<file path="src/rtl/kinase_pump_sequencer_if.sv">
//------------------------------------------------------------------------------
// Module      : kinase_pump_sequencer_if
// Description : Command handshake and pad-ring bundle for the pump sequencer.
// Revision    : 1.0 - initial release
//------------------------------------------------------------------------------
`timescale 1ns/1ps
`default_nettype none

interface kinase_pump_sequencer_if #(
    parameter int NUM_PUMPS  = 3,
    parameter int NUM_VALVES = 13,
    parameter int CYCLE_W    = 8,
    parameter int DWELL_W    = 8,
    parameter int SEL_W      = (NUM_PUMPS > 1) ? $clog2(NUM_PUMPS) : 1
) ();
    logic                    cmd_valid;
    logic                    cmd_ready;
    logic                    cmd_flush;
    logic [SEL_W-1:0]        cmd_pump;
    logic                    cmd_reverse;
    logic [CYCLE_W-1:0]      cmd_cycles;
    logic [NUM_VALVES-1:0]   cmd_valves;
    logic [DWELL_W-1:0]      cmd_dwell;
    logic [NUM_VALVES-1:0]   pad_ctrl_a;
    logic [3*NUM_PUMPS-1:0]  pad_pump_a;
    logic [NUM_VALVES-1:0]   pad_flush_ctrl_a;
    logic                    busy;
    logic                    done;
    logic                    err;

    modport master (
        output cmd_valid, cmd_flush, cmd_pump, cmd_reverse, cmd_cycles,
               cmd_valves, cmd_dwell,
        input  cmd_ready, pad_ctrl_a, pad_pump_a, pad_flush_ctrl_a,
               busy, done, err
    );

    modport slave (
        input  cmd_valid, cmd_flush, cmd_pump, cmd_reverse, cmd_cycles,
               cmd_valves, cmd_dwell,
        output cmd_ready, pad_ctrl_a, pad_pump_a, pad_flush_ctrl_a,
               busy, done, err
    );
endinterface

`default_nettype wire

</file>
<file path="src/rtl/kinase_pump_sequencer.sv">
//------------------------------------------------------------------------------
// Module      : kinase_pump_sequencer
// Description : One-command-at-a-time valve/peristaltic-pump/flush sequencer.
// Revision    : 1.0 - initial release
//------------------------------------------------------------------------------
`timescale 1ns/1ps
`default_nettype none

module kinase_pump_sequencer #(
    parameter int NUM_PUMPS  = 3,
    parameter int NUM_VALVES = 13,
    parameter int CYCLE_W    = 8,
    parameter int DWELL_W    = 8,
    parameter int SEL_W      = (NUM_PUMPS > 1) ? $clog2(NUM_PUMPS) : 1
) (
    input  wire logic               clk,
    input  wire logic               rst,
    kinase_pump_sequencer_if.slave  bus
);

    typedef enum logic [2:0] {
        ST_IDLE   = 3'd0,
        ST_SETUP  = 3'd1,
        ST_PUMP   = 3'd2,
        ST_FLUSH  = 3'd3,
        ST_SETTLE = 3'd4
    } state_t;

    state_t                  r_state;
    logic                    r_flush;
    logic [SEL_W-1:0]        r_pump;
    logic                    r_reverse;
    logic [NUM_VALVES-1:0]   r_valves;
    logic [DWELL_W-1:0]      r_dwell;
    logic [DWELL_W-1:0]      r_dwell_cnt;
    logic [CYCLE_W-1:0]      r_cycles_left;
    logic [2:0]              r_step;
    logic                    r_bad;

    logic                    r_cmd_ready;
    logic [NUM_VALVES-1:0]   r_pad_ctrl_a;
    logic [3*NUM_PUMPS-1:0]  r_pad_pump_a;
    logic [NUM_VALVES-1:0]   r_pad_flush_ctrl_a;
    logic                    r_busy;
    logic                    r_done;
    logic                    r_err;

    logic                    w_cmd_bad;
    logic                    w_dwell_zero;
    logic                    w_last_step;
    logic [2:0]              w_next_step;
    logic [2:0]              w_first_step;

    function automatic logic [2:0] step_pattern(input logic [2:0] step);
        logic [2:0] pat;
        case (step)
            3'd0:    pat = 3'b100;
            3'd1:    pat = 3'b110;
            3'd2:    pat = 3'b010;
            3'd3:    pat = 3'b011;
            3'd4:    pat = 3'b001;
            3'd5:    pat = 3'b101;
            default: pat = 3'b000;
        endcase
        return pat;
    endfunction

    // Only the selected pump's membrane triple is driven; all others stay 000.
    function automatic logic [3*NUM_PUMPS-1:0] pump_vector(input logic [SEL_W-1:0] sel,
                                                           input logic [2:0]       step);
        logic [3*NUM_PUMPS-1:0] vec;
        vec = '0;
        for (int p = 0; p < NUM_PUMPS; p++) begin
            if (int'(sel) == p) begin
                vec[3*p +: 3] = step_pattern(step);
            end
        end
        return vec;
    endfunction

    assign w_cmd_bad    = !bus.cmd_flush && (int'(bus.cmd_pump) >= NUM_PUMPS);
    assign w_dwell_zero = (r_dwell_cnt == '0);
    assign w_first_step = r_reverse ? 3'd5 : 3'd0;
    assign w_last_step  = r_reverse ? (r_step == 3'd0) : (r_step == 3'd5);
    assign w_next_step  = w_last_step ? w_first_step
                        : (r_reverse ? r_step - 3'd1 : r_step + 3'd1);

    always_ff @(posedge clk) begin
        if (rst) begin
            r_state            <= ST_IDLE;
            r_flush            <= 1'b0;
            r_pump             <= '0;
            r_reverse          <= 1'b0;
            r_valves           <= '0;
            r_dwell            <= '0;
            r_dwell_cnt        <= '0;
            r_cycles_left      <= '0;
            r_step             <= '0;
            r_bad              <= 1'b0;
            r_cmd_ready        <= 1'b1;
            r_pad_ctrl_a       <= '0;
            r_pad_pump_a       <= '0;
            r_pad_flush_ctrl_a <= '0;
            r_busy             <= 1'b0;
            r_done             <= 1'b0;
            r_err              <= 1'b0;
        end else begin
            r_done <= 1'b0;
            r_err  <= 1'b0;
            case (r_state)
                ST_IDLE: begin
                    if (bus.cmd_valid) begin
                        r_flush       <= bus.cmd_flush;
                        r_pump        <= bus.cmd_pump;
                        r_reverse     <= bus.cmd_reverse;
                        r_valves      <= bus.cmd_valves;
                        r_dwell       <= bus.cmd_dwell;
                        r_dwell_cnt   <= bus.cmd_dwell;
                        r_cycles_left <= bus.cmd_cycles;
                        r_bad         <= w_cmd_bad;
                        r_busy        <= 1'b1;
                        r_cmd_ready   <= 1'b0;
                        if (w_cmd_bad) begin
                            // Bad pump index: skip straight to the settle hold.
                            r_state <= ST_SETTLE;
                            r_done  <= (bus.cmd_dwell == '0);
                            r_err   <= (bus.cmd_dwell == '0);
                        end else begin
                            r_state      <= ST_SETUP;
                            r_pad_ctrl_a <= bus.cmd_flush ? '0 : bus.cmd_valves;
                        end
                    end
                end

                ST_SETUP: begin
                    if (!w_dwell_zero) begin
                        r_dwell_cnt <= r_dwell_cnt - DWELL_W'(1);
                    end else begin
                        r_dwell_cnt <= r_dwell;
                        r_step      <= w_first_step;
                        if (r_cycles_left == '0) begin
                            r_state      <= ST_SETTLE;
                            r_pad_ctrl_a <= '0;
                            r_done       <= (r_dwell == '0);
                        end else if (r_flush) begin
                            r_state            <= ST_FLUSH;
                            r_pad_ctrl_a       <= '0;
                            r_pad_flush_ctrl_a <= r_valves;
                        end else begin
                            r_state      <= ST_PUMP;
                            r_pad_pump_a <= pump_vector(r_pump, w_first_step);
                        end
                    end
                end

                ST_PUMP, ST_FLUSH: begin
                    if (!w_dwell_zero) begin
                        r_dwell_cnt <= r_dwell_cnt - DWELL_W'(1);
                    end else begin
                        r_dwell_cnt <= r_dwell;
                        if (w_last_step && (r_cycles_left == CYCLE_W'(1))) begin
                            r_state            <= ST_SETTLE;
                            r_pad_ctrl_a       <= '0;
                            r_pad_pump_a       <= '0;
                            r_pad_flush_ctrl_a <= '0;
                            r_done             <= (r_dwell == '0);
                        end else begin
                            // Counting down from the latched count keeps the max value safe.
                            if (w_last_step) begin
                                r_cycles_left <= r_cycles_left - CYCLE_W'(1);
                            end
                            r_step <= w_next_step;
                            if (r_state == ST_PUMP) begin
                                r_pad_pump_a <= pump_vector(r_pump, w_next_step);
                            end
                        end
                    end
                end

                ST_SETTLE: begin
                    if (!w_dwell_zero) begin
                        r_dwell_cnt <= r_dwell_cnt - DWELL_W'(1);
                        if (r_dwell_cnt == DWELL_W'(1)) begin
                            r_done <= 1'b1;
                            r_err  <= r_bad;
                        end
                    end else begin
                        r_state     <= ST_IDLE;
                        r_busy      <= 1'b0;
                        r_cmd_ready <= 1'b1;
                        r_bad       <= 1'b0;
                    end
                end

                default: begin
                    r_state            <= ST_IDLE;
                    r_busy             <= 1'b0;
                    r_cmd_ready        <= 1'b1;
                    r_pad_ctrl_a       <= '0;
                    r_pad_pump_a       <= '0;
                    r_pad_flush_ctrl_a <= '0;
                end
            endcase
        end
    end

    assign bus.cmd_ready        = r_cmd_ready;
    assign bus.pad_ctrl_a       = r_pad_ctrl_a;
    assign bus.pad_pump_a       = r_pad_pump_a;
    assign bus.pad_flush_ctrl_a = r_pad_flush_ctrl_a;
    assign bus.busy             = r_busy;
    assign bus.done             = r_done;
    assign bus.err              = r_err;

endmodule

`default_nettype wire

</file>
<file path="src/flat_wrapper.sv">
// flat-port wrapper written by rule: the top's interface ports become plain ports
module kinase_pump_sequencer_flat 
#(
    parameter int NUM_PUMPS  = 3,
    parameter int NUM_VALVES = 13,
    parameter int CYCLE_W    = 8,
    parameter int DWELL_W    = 8,
    parameter int SEL_W      = (NUM_PUMPS > 1) ? $clog2(NUM_PUMPS) : 1
)
  (clk, rst, bus_cmd_valid, bus_cmd_flush, bus_cmd_pump, bus_cmd_reverse, bus_cmd_cycles, bus_cmd_valves, bus_cmd_dwell, bus_cmd_ready, bus_pad_ctrl_a, bus_pad_pump_a, bus_pad_flush_ctrl_a, bus_busy, bus_done, bus_err);
  kinase_pump_sequencer_if #(.NUM_PUMPS(NUM_PUMPS), .NUM_VALVES(NUM_VALVES), .CYCLE_W(CYCLE_W), .DWELL_W(DWELL_W), .SEL_W(SEL_W)) bus_i ();
  input  wire logic clk;
  input  wire logic rst;
  input wire logic [$bits(bus_i.cmd_valid)-1:0] bus_cmd_valid;
  input wire logic [$bits(bus_i.cmd_flush)-1:0] bus_cmd_flush;
  input wire logic [$bits(bus_i.cmd_pump)-1:0] bus_cmd_pump;
  input wire logic [$bits(bus_i.cmd_reverse)-1:0] bus_cmd_reverse;
  input wire logic [$bits(bus_i.cmd_cycles)-1:0] bus_cmd_cycles;
  input wire logic [$bits(bus_i.cmd_valves)-1:0] bus_cmd_valves;
  input wire logic [$bits(bus_i.cmd_dwell)-1:0] bus_cmd_dwell;
  output wire logic [$bits(bus_i.cmd_ready)-1:0] bus_cmd_ready;
  output wire logic [$bits(bus_i.pad_ctrl_a)-1:0] bus_pad_ctrl_a;
  output wire logic [$bits(bus_i.pad_pump_a)-1:0] bus_pad_pump_a;
  output wire logic [$bits(bus_i.pad_flush_ctrl_a)-1:0] bus_pad_flush_ctrl_a;
  output wire logic [$bits(bus_i.busy)-1:0] bus_busy;
  output wire logic [$bits(bus_i.done)-1:0] bus_done;
  output wire logic [$bits(bus_i.err)-1:0] bus_err;
  assign bus_i.cmd_valid = bus_cmd_valid;
  assign bus_i.cmd_flush = bus_cmd_flush;
  assign bus_i.cmd_pump = bus_cmd_pump;
  assign bus_i.cmd_reverse = bus_cmd_reverse;
  assign bus_i.cmd_cycles = bus_cmd_cycles;
  assign bus_i.cmd_valves = bus_cmd_valves;
  assign bus_i.cmd_dwell = bus_cmd_dwell;
  assign bus_cmd_ready = bus_i.cmd_ready;
  assign bus_pad_ctrl_a = bus_i.pad_ctrl_a;
  assign bus_pad_pump_a = bus_i.pad_pump_a;
  assign bus_pad_flush_ctrl_a = bus_i.pad_flush_ctrl_a;
  assign bus_busy = bus_i.busy;
  assign bus_done = bus_i.done;
  assign bus_err = bus_i.err;
  kinase_pump_sequencer #(.NUM_PUMPS(NUM_PUMPS), .NUM_VALVES(NUM_VALVES), .CYCLE_W(CYCLE_W), .DWELL_W(DWELL_W), .SEL_W(SEL_W)) u_core (.clk(clk), .rst(rst), .bus(bus_i));
endmodule
</file>
<file path="config.mk">
export PLATFORM = sky130hd
export DESIGN_NAME = kinase_pump_sequencer_flat
export DESIGN_NICKNAME = d
export VERILOG_FILES = /design/src/rtl/kinase_pump_sequencer_if.sv /design/src/rtl/kinase_pump_sequencer.sv /design/src/flat_wrapper.sv
export SDC_FILE = /design/constraint.sdc
export NUM_CORES = 1
export LEC_CHECK = 0
export ABC_AREA = 1
export CELL_PAD_IN_SITES_DETAIL_PLACEMENT = 1
export CELL_PAD_IN_SITES_GLOBAL_PLACEMENT = 1
export CORE_AREA = 3 3 113 115
export CTS_CLUSTER_SIZE = 24
export DETAILED_ROUTE_END_ITERATION = 10
export DIE_AREA = 0 0 116 118
export PLACE_DENSITY_LB_ADDON = 0.1
export SLEW_MARGIN = 20
export SYNTH_ARGS = -nofsm -noshare
export SYNTH_HDL_FRONTEND = slang
export SYNTH_SLANG_ARGS = --single-unit
</file>
<file path="constraint.sdc">
create_clock -name clk -period 2.3 [get_ports clk]
set_input_delay 0.23 -clock clk [delete_from_list [all_inputs] [get_ports clk]]
set_output_delay 0.23 -clock clk [all_outputs]
set_load 0.02 [all_outputs]
</file>
# Word-level counts from Yosys, hierarchy flattened
# Cells that the tools add are included.
# classes
n_addsub	4
n_mux	74
bitwise	3
magnitude_cmp	1
eq_ne	33
reduce_logical	29
# ops
op	n
13-bit two-way mux	11
3-bit two-way mux	19
8-bit two-way mux	7
9-bit two-way mux	6
13-bit case mux with 4 select lines	1
13-bit case mux with 3 select lines	1
3-bit case mux with 6 select lines	2
8-bit logical NOT	4
9-bit case mux with 3 select lines	1
8-bit case mux with 3 select lines	1
3-bit by 2-bit == test with 1-bit output, second input constant	6
3-bit == test, second input constant	6
1-bit two-way mux	17
8-bit by 1-bit == test with 1-bit output, second input constant	2
8-bit case mux with 2 select lines	1
8-bit by 1-bit subtractor with 8-bit output, second input constant	2
3-bit logical NOT	4
2-bit by 1-bit inequality test with 1-bit output, second input constant	6
2-bit inequality test, second input constant	6
3-bit case mux with 4 select lines	1
6-bit AND reduction	2
5-bit AND reduction	2
3-bit by 1-bit == test with 1-bit output, second input constant	3
3-bit AND reduction	3
other kinds (20)	30
# totals
regBits	87
out_inout_bits	39
in_bits	36

# Logic depth before layout (Yosys ltp)
# depth
depth_word	10
ltp_mapped	13
ltp_nobuf	13

# Least setup slack after synthesis
# OpenSTA, ideal clock, no wires.
# synth_path
path_type	register to register
start	reg u_core.r_cycles_left[0]
end	reg u_core.r_pad_ctrl_a[6], in the netlist u_core.bus.pad_ctrl_a[6]
stages_incl_launch_ff	11
setup_time_ns	0.116
arrival_time_ns	1.515
t_required_ns	2.184
synth_period_minus_slack_ns	1.630
path_buffers	1
setup_slack_ns	0.670
path_cell_list	dfxtp_1 -> inv_1 -> ha_1 -> nand2_1 -> nor2_4 -> o21ai_1 -> nor3_2 -> nand2_4 -> buf_6 -> o21ai_0 -> nor2_1
# synth_via
elab_chain_cells	4
elab_cells_between_ends	9
classes_between	eq/ne: 3; mux: 3; reduce/logical: 3
# synth_rtl
item	line	rtl
start, declared	kinase_pump_sequencer.sv:36	logic [CYCLE_W-1:0] r_cycles_left;
start signal, assigned	kinase_pump_sequencer.sv:119	r_cycles_left <= bus.cmd_cycles;
start signal, assigned	kinase_pump_sequencer.sv:170	r_cycles_left <= r_cycles_left - CYCLE_W'(1);
8-bit by 1-bit == test with 1-bit output or 8-bit logical NOT (tied branches)	kinase_pump_sequencer.sv:161, kinase_pump_sequencer.sv:141	
1-bit logical AND or 13-bit two-way mux (tied branches)	kinase_pump_sequencer.sv:161, kinase_pump_sequencer.sv:141	
2-bit by 1-bit inequality test with 1-bit output (no line) or 13-bit two-way mux (tied branches)	--	
7-bit AND reduction (no line) or 13-bit case mux with 4 select lines (tied branches)	--	
end signal, assigned	kinase_pump_sequencer.sv:130	r_pad_ctrl_a <= bus.cmd_flush ? '0 : bus.cmd_valves;
end, declared	kinase_pump_sequencer.sv:41	logic [NUM_VALVES-1:0] r_pad_ctrl_a;
# Several ways; a longest one is shown, not always the timed one. The select of a mux whose other input is x is not followed.
# A chain may end at the register's enable or synchronous reset.

# Final worst setup path
# layout_path
start	reg u_core.r_dwell_cnt[0]
end	reg u_core.r_pad_pump_a[0], in the netlist u_core.bus.pad_pump_a[0]
# layout_via
elab_chain_cells	3
elab_cells_between_ends	4
classes_between	eq/ne: 2; reduce/logical: 2
# layout_rtl
item	line	rtl
start, declared	kinase_pump_sequencer.sv:35	logic [DWELL_W-1:0] r_dwell_cnt;
start signal, assigned	kinase_pump_sequencer.sv:118	r_dwell_cnt <= bus.cmd_dwell;
start signal, assigned	kinase_pump_sequencer.sv:137	r_dwell_cnt <= r_dwell_cnt - DWELL_W'(1);
start signal, assigned	kinase_pump_sequencer.sv:139	r_dwell_cnt <= r_dwell;
8-bit logical NOT (*)	kinase_pump_sequencer.sv:82	assign w_dwell_zero = (r_dwell_cnt == '0);
2-bit by 1-bit inequality test with 1-bit output (no line)	--	
6-bit AND reduction (no line) (*)	--	
end signal, assigned	kinase_pump_sequencer.sv:151	r_pad_pump_a <= pump_vector(r_pump, w_first_step);
end signal, assigned	kinase_pump_sequencer.sv:174	r_pad_pump_a <= pump_vector(r_pump, w_next_step);
end, declared	kinase_pump_sequencer.sv:42	logic [3*NUM_PUMPS-1:0] r_pad_pump_a;
# Every way passes the cells marked *; elsewhere a longest branch is shown, timed or not.

==> metrics.txt <==
WP data required 2.52 ns; Reg clk slew, reported paths roughly 0.070 ns; worst reg2reg path depth 13; largest driver fanout on the critical path 11; Final Hold Viols 0; initial antenna violation count 0; post-synthesis average cell area 6.89 µm²; P per Cell Area approximately 1400 nW/µm²; commonest non-fill, non-tap cell in the layout nand2_1; run status finished clean; number of synthesized register bits 87; Critical R2R Capture u_core.bus.pad_pump_a[0]$_SDFFE_PP0P_; vias per inst around 5.2; Setup crit end u_core.bus.pad_pump_a[0]$_SDFFE_PP0P_; RSZ-0062 raised after global routing no; endpoint class of the critical path flip-flop; Die H approximately 120 µm; # fillers 1526; Final TNS setup 0 ns; number of core rows 40; grt ovf 0; Yosys warning count 0; first-pass GRT wire length approximately 23000 µm; Multi-input gate area ~2400 µm²; cts repair resizes 0; # setup viols final 0; Core ar. roughly 12000 µm²; Post-Syn Instances ~660; final worst path period need roughly 2.0 ns; hold path startpoint u_core.r_valves[11]$_SDFFE_PP0P_; FF+latch area 1740 µm²; r2r startpoint u_core.r_dwell_cnt[0]$_SDFFE_PP0P_; worst-skew pair later-pin latency between 0.3 and 0.4 ns; clock sink count 87; maximum root-to-sink buffer count 2; Setup Crit Path Kind flip-flop to flip-flop; clk_skew approximately 0.0086 ns; Initial Util approximately 38%; Peak VDD IR around 550 µV; Netlist cell types 40; max-cap violations 0; RD Place Congestion roughly 0.9; Mapped Area between 4000 and 5000 µm²; final instance area around 5700 µm²; die area around 14000 µm²; met2 usage between 30% and 40%; Port Buffers 74; via count roughly 4.6k; Post-Route WL about 14000 µm; Place WS about 0.3 ns; Mapped Nets roughly 700; TritonRoute pass-1 iters 4; # nets final about 770; DRT antenna net count 0; Die Wd between 100 and 150 µm; Arrival @ worst endpoint approximately 2.3 ns; P&R area growth vs syn 26.6%; worst hold path class flip-flop to flip-flop; TritonCTS buffer count 9; CTS tree built; DP Area around 5400 µm²; element type at the critical path start flip-flop; DR WL/cell roughly 16 µm; Max transition margin about 60%; GR peak layer met2; fraction of layout cells with a size suffix above 1 between 8 and 9%; sequential share of the synthesized area between 30% and 40%; final setup margin 0.254 ns; Post-CTS Setup Bufs 0; internal reg-to-reg setup slack around 0.25 ns; HPWL Detailed just over 10000 µm; CP Launch Point u_core.r_dwell_cnt[0]$_SDFFE_PP0P_; pin slew with the least headroom to its limit a little under 0.6 ns; GR Util All Layers a little over a fifth; initial DRC count 172; H-tree depth 3; clk root buf clkbuf_16; fin crit share roughly nine tenths; most frequent cells in the layout nand2_1, nor2_1, dfxtp_1; # diodes 0; met3 usage roughly 4.1%; Final Max Tran Viols 0; number of global-route vias before repair about 4.7k; FMAX between 400 and 500 MHz; Hold Buf Count CTS 0; grt met1 use between 20% and 30%; Top Ports 75; largest net degree at the start of global routing 40; post-layout util 47.9%; Leak between 2 and 2.5 nW; Residual DRC 0
## cells by family (layout without fill, tap and decap cells)
family | after synthesis | count (layout) | share of synthesized area, %
and+or+nand+nor | 310 | 310 | 32.0
DFF | 87 | 87 | 38.6
xor gates and xnor gates | 6 | 6 | 1.17
buffers and inverters | 96 | 169 | 9.18
adders and majority gates | 5 | 5 | 1.55
AOI/OAI and AO/OA | 150 | 150 | 17.2
muxes | 1 | 1 | 0.222
## layer usage
layer  part of all wire [%]  routed length, µm
met2                     48               6710
met4                    1.9                265
met1                     47               6510
met5                      0                  0
met3                    3.2                445
## synthesized netlist by cell type (all sizes together)
cell type | number | area share [%]
xor2 | 6 | 1.2
buf | 11 | 1.9
nand3b | 2 | 0.33
nand3 | 37 | 4.3
fa | 1 | 0.44
nand2 | 131 | 12
mux2i | 1 | 0.22
nand4 | 18 | 2.5
o31ai | 1 | 0.17
dfxtp | 87 | 39
a211oi | 1 | 0.17
o22ai | 3 | 0.42
nor4 | 2 | 0.28
clkbuf | 16 | 1.3
a21oi | 71 | 8.0
o21ai | 67 | 7.4
nor2 | 112 | 11
o211ai | 3 | 0.50
a31oi | 3 | 0.42
and2 | 2 | 0.28
a21boi | 1 | 0.17
inv | 69 | 5.9
ha | 4 | 1.1
nor3 | 6 | 0.89
## registers in the layout, indices dropped and copies added (netlist names), 2 cells and up
| signal | cells |
|---|---|
| u_core.r_dwell_cnt | 8 |
| u_core.r_pump | 2 |
| u_core.r_state | 3 |
| u_core.bus.pad_flush_ctrl_a | 13 |
| u_core.bus.pad_ctrl_a | 13 |
| u_core.bus.pad_pump_a | 9 |
| u_core.r_valves | 13 |
| u_core.r_cycles_left | 8 |
| u_core.r_dwell | 8 |
| u_core.r_step | 3 |
## worst min path at each step
stage / end / slack [ns] / depth (start not counted)
floorplan: u_core.r_dwell[3]$_SDFFE_PP0P_ / 0.31 / 1
global placement: u_core.r_valves[12]$_SDFFE_PP0P_ / 0.44 / 2
detailed placement: u_core.r_valves[11]$_SDFFE_PP0P_ / 0.44 / 2
CTS: u_core.r_valves[11]$_SDFFE_PP0P_ / 0.45 / 2
global route: u_core.r_valves[11]$_SDFFE_PP0P_ / 0.48 / 2
finish: u_core.r_valves[11]$_SDFFE_PP0P_ / 0.45 / 2
## stage by stage
step	hold slack (ns)	cells	power, W
2_1_floorplan	0.308	655	0.00511
3_3_place_gp	0.439	860	0.00601
3_5_place_dp	0.445	860	0.00615
4_1_cts	0.454	875	0.00780
5_1_grt	0.481	875	0.00838
6_report	0.452	875	0.00775
## layout make-up
type	count	area share [%]
clock buffer	12	4.32
clock inverter	3	1.18
inverter	69	4.67
multi-input combinational	472	41.2
sequential	87	30.5
tap	147	3.22
timing repair buffer	85	14.9
## where the power goes
part,internal (W),leakage [nW],switching (W)
clock,0.000977,0.149,0.000613
sequential,0.00190,0.714,0.000321
combinational,0.00127,1.46,0.00268
## worst max-delay path, stage by stage, from the launching register on
cell,delay [ns]
dfxtp_1,0.37
inv_1,0.11
ha_1,0.23
nand2_2,0.11
nor2_4,0.12
nand2_4,0.09
nand2_4,0.15
nand2_2,0.08
nor2_4,0.22
inv_2,0.14
nand2_1,0.08
nand2_1,0.05
nor2_1,0.11
nor2_1,0.04
Power figures use the tool's default switching activity.
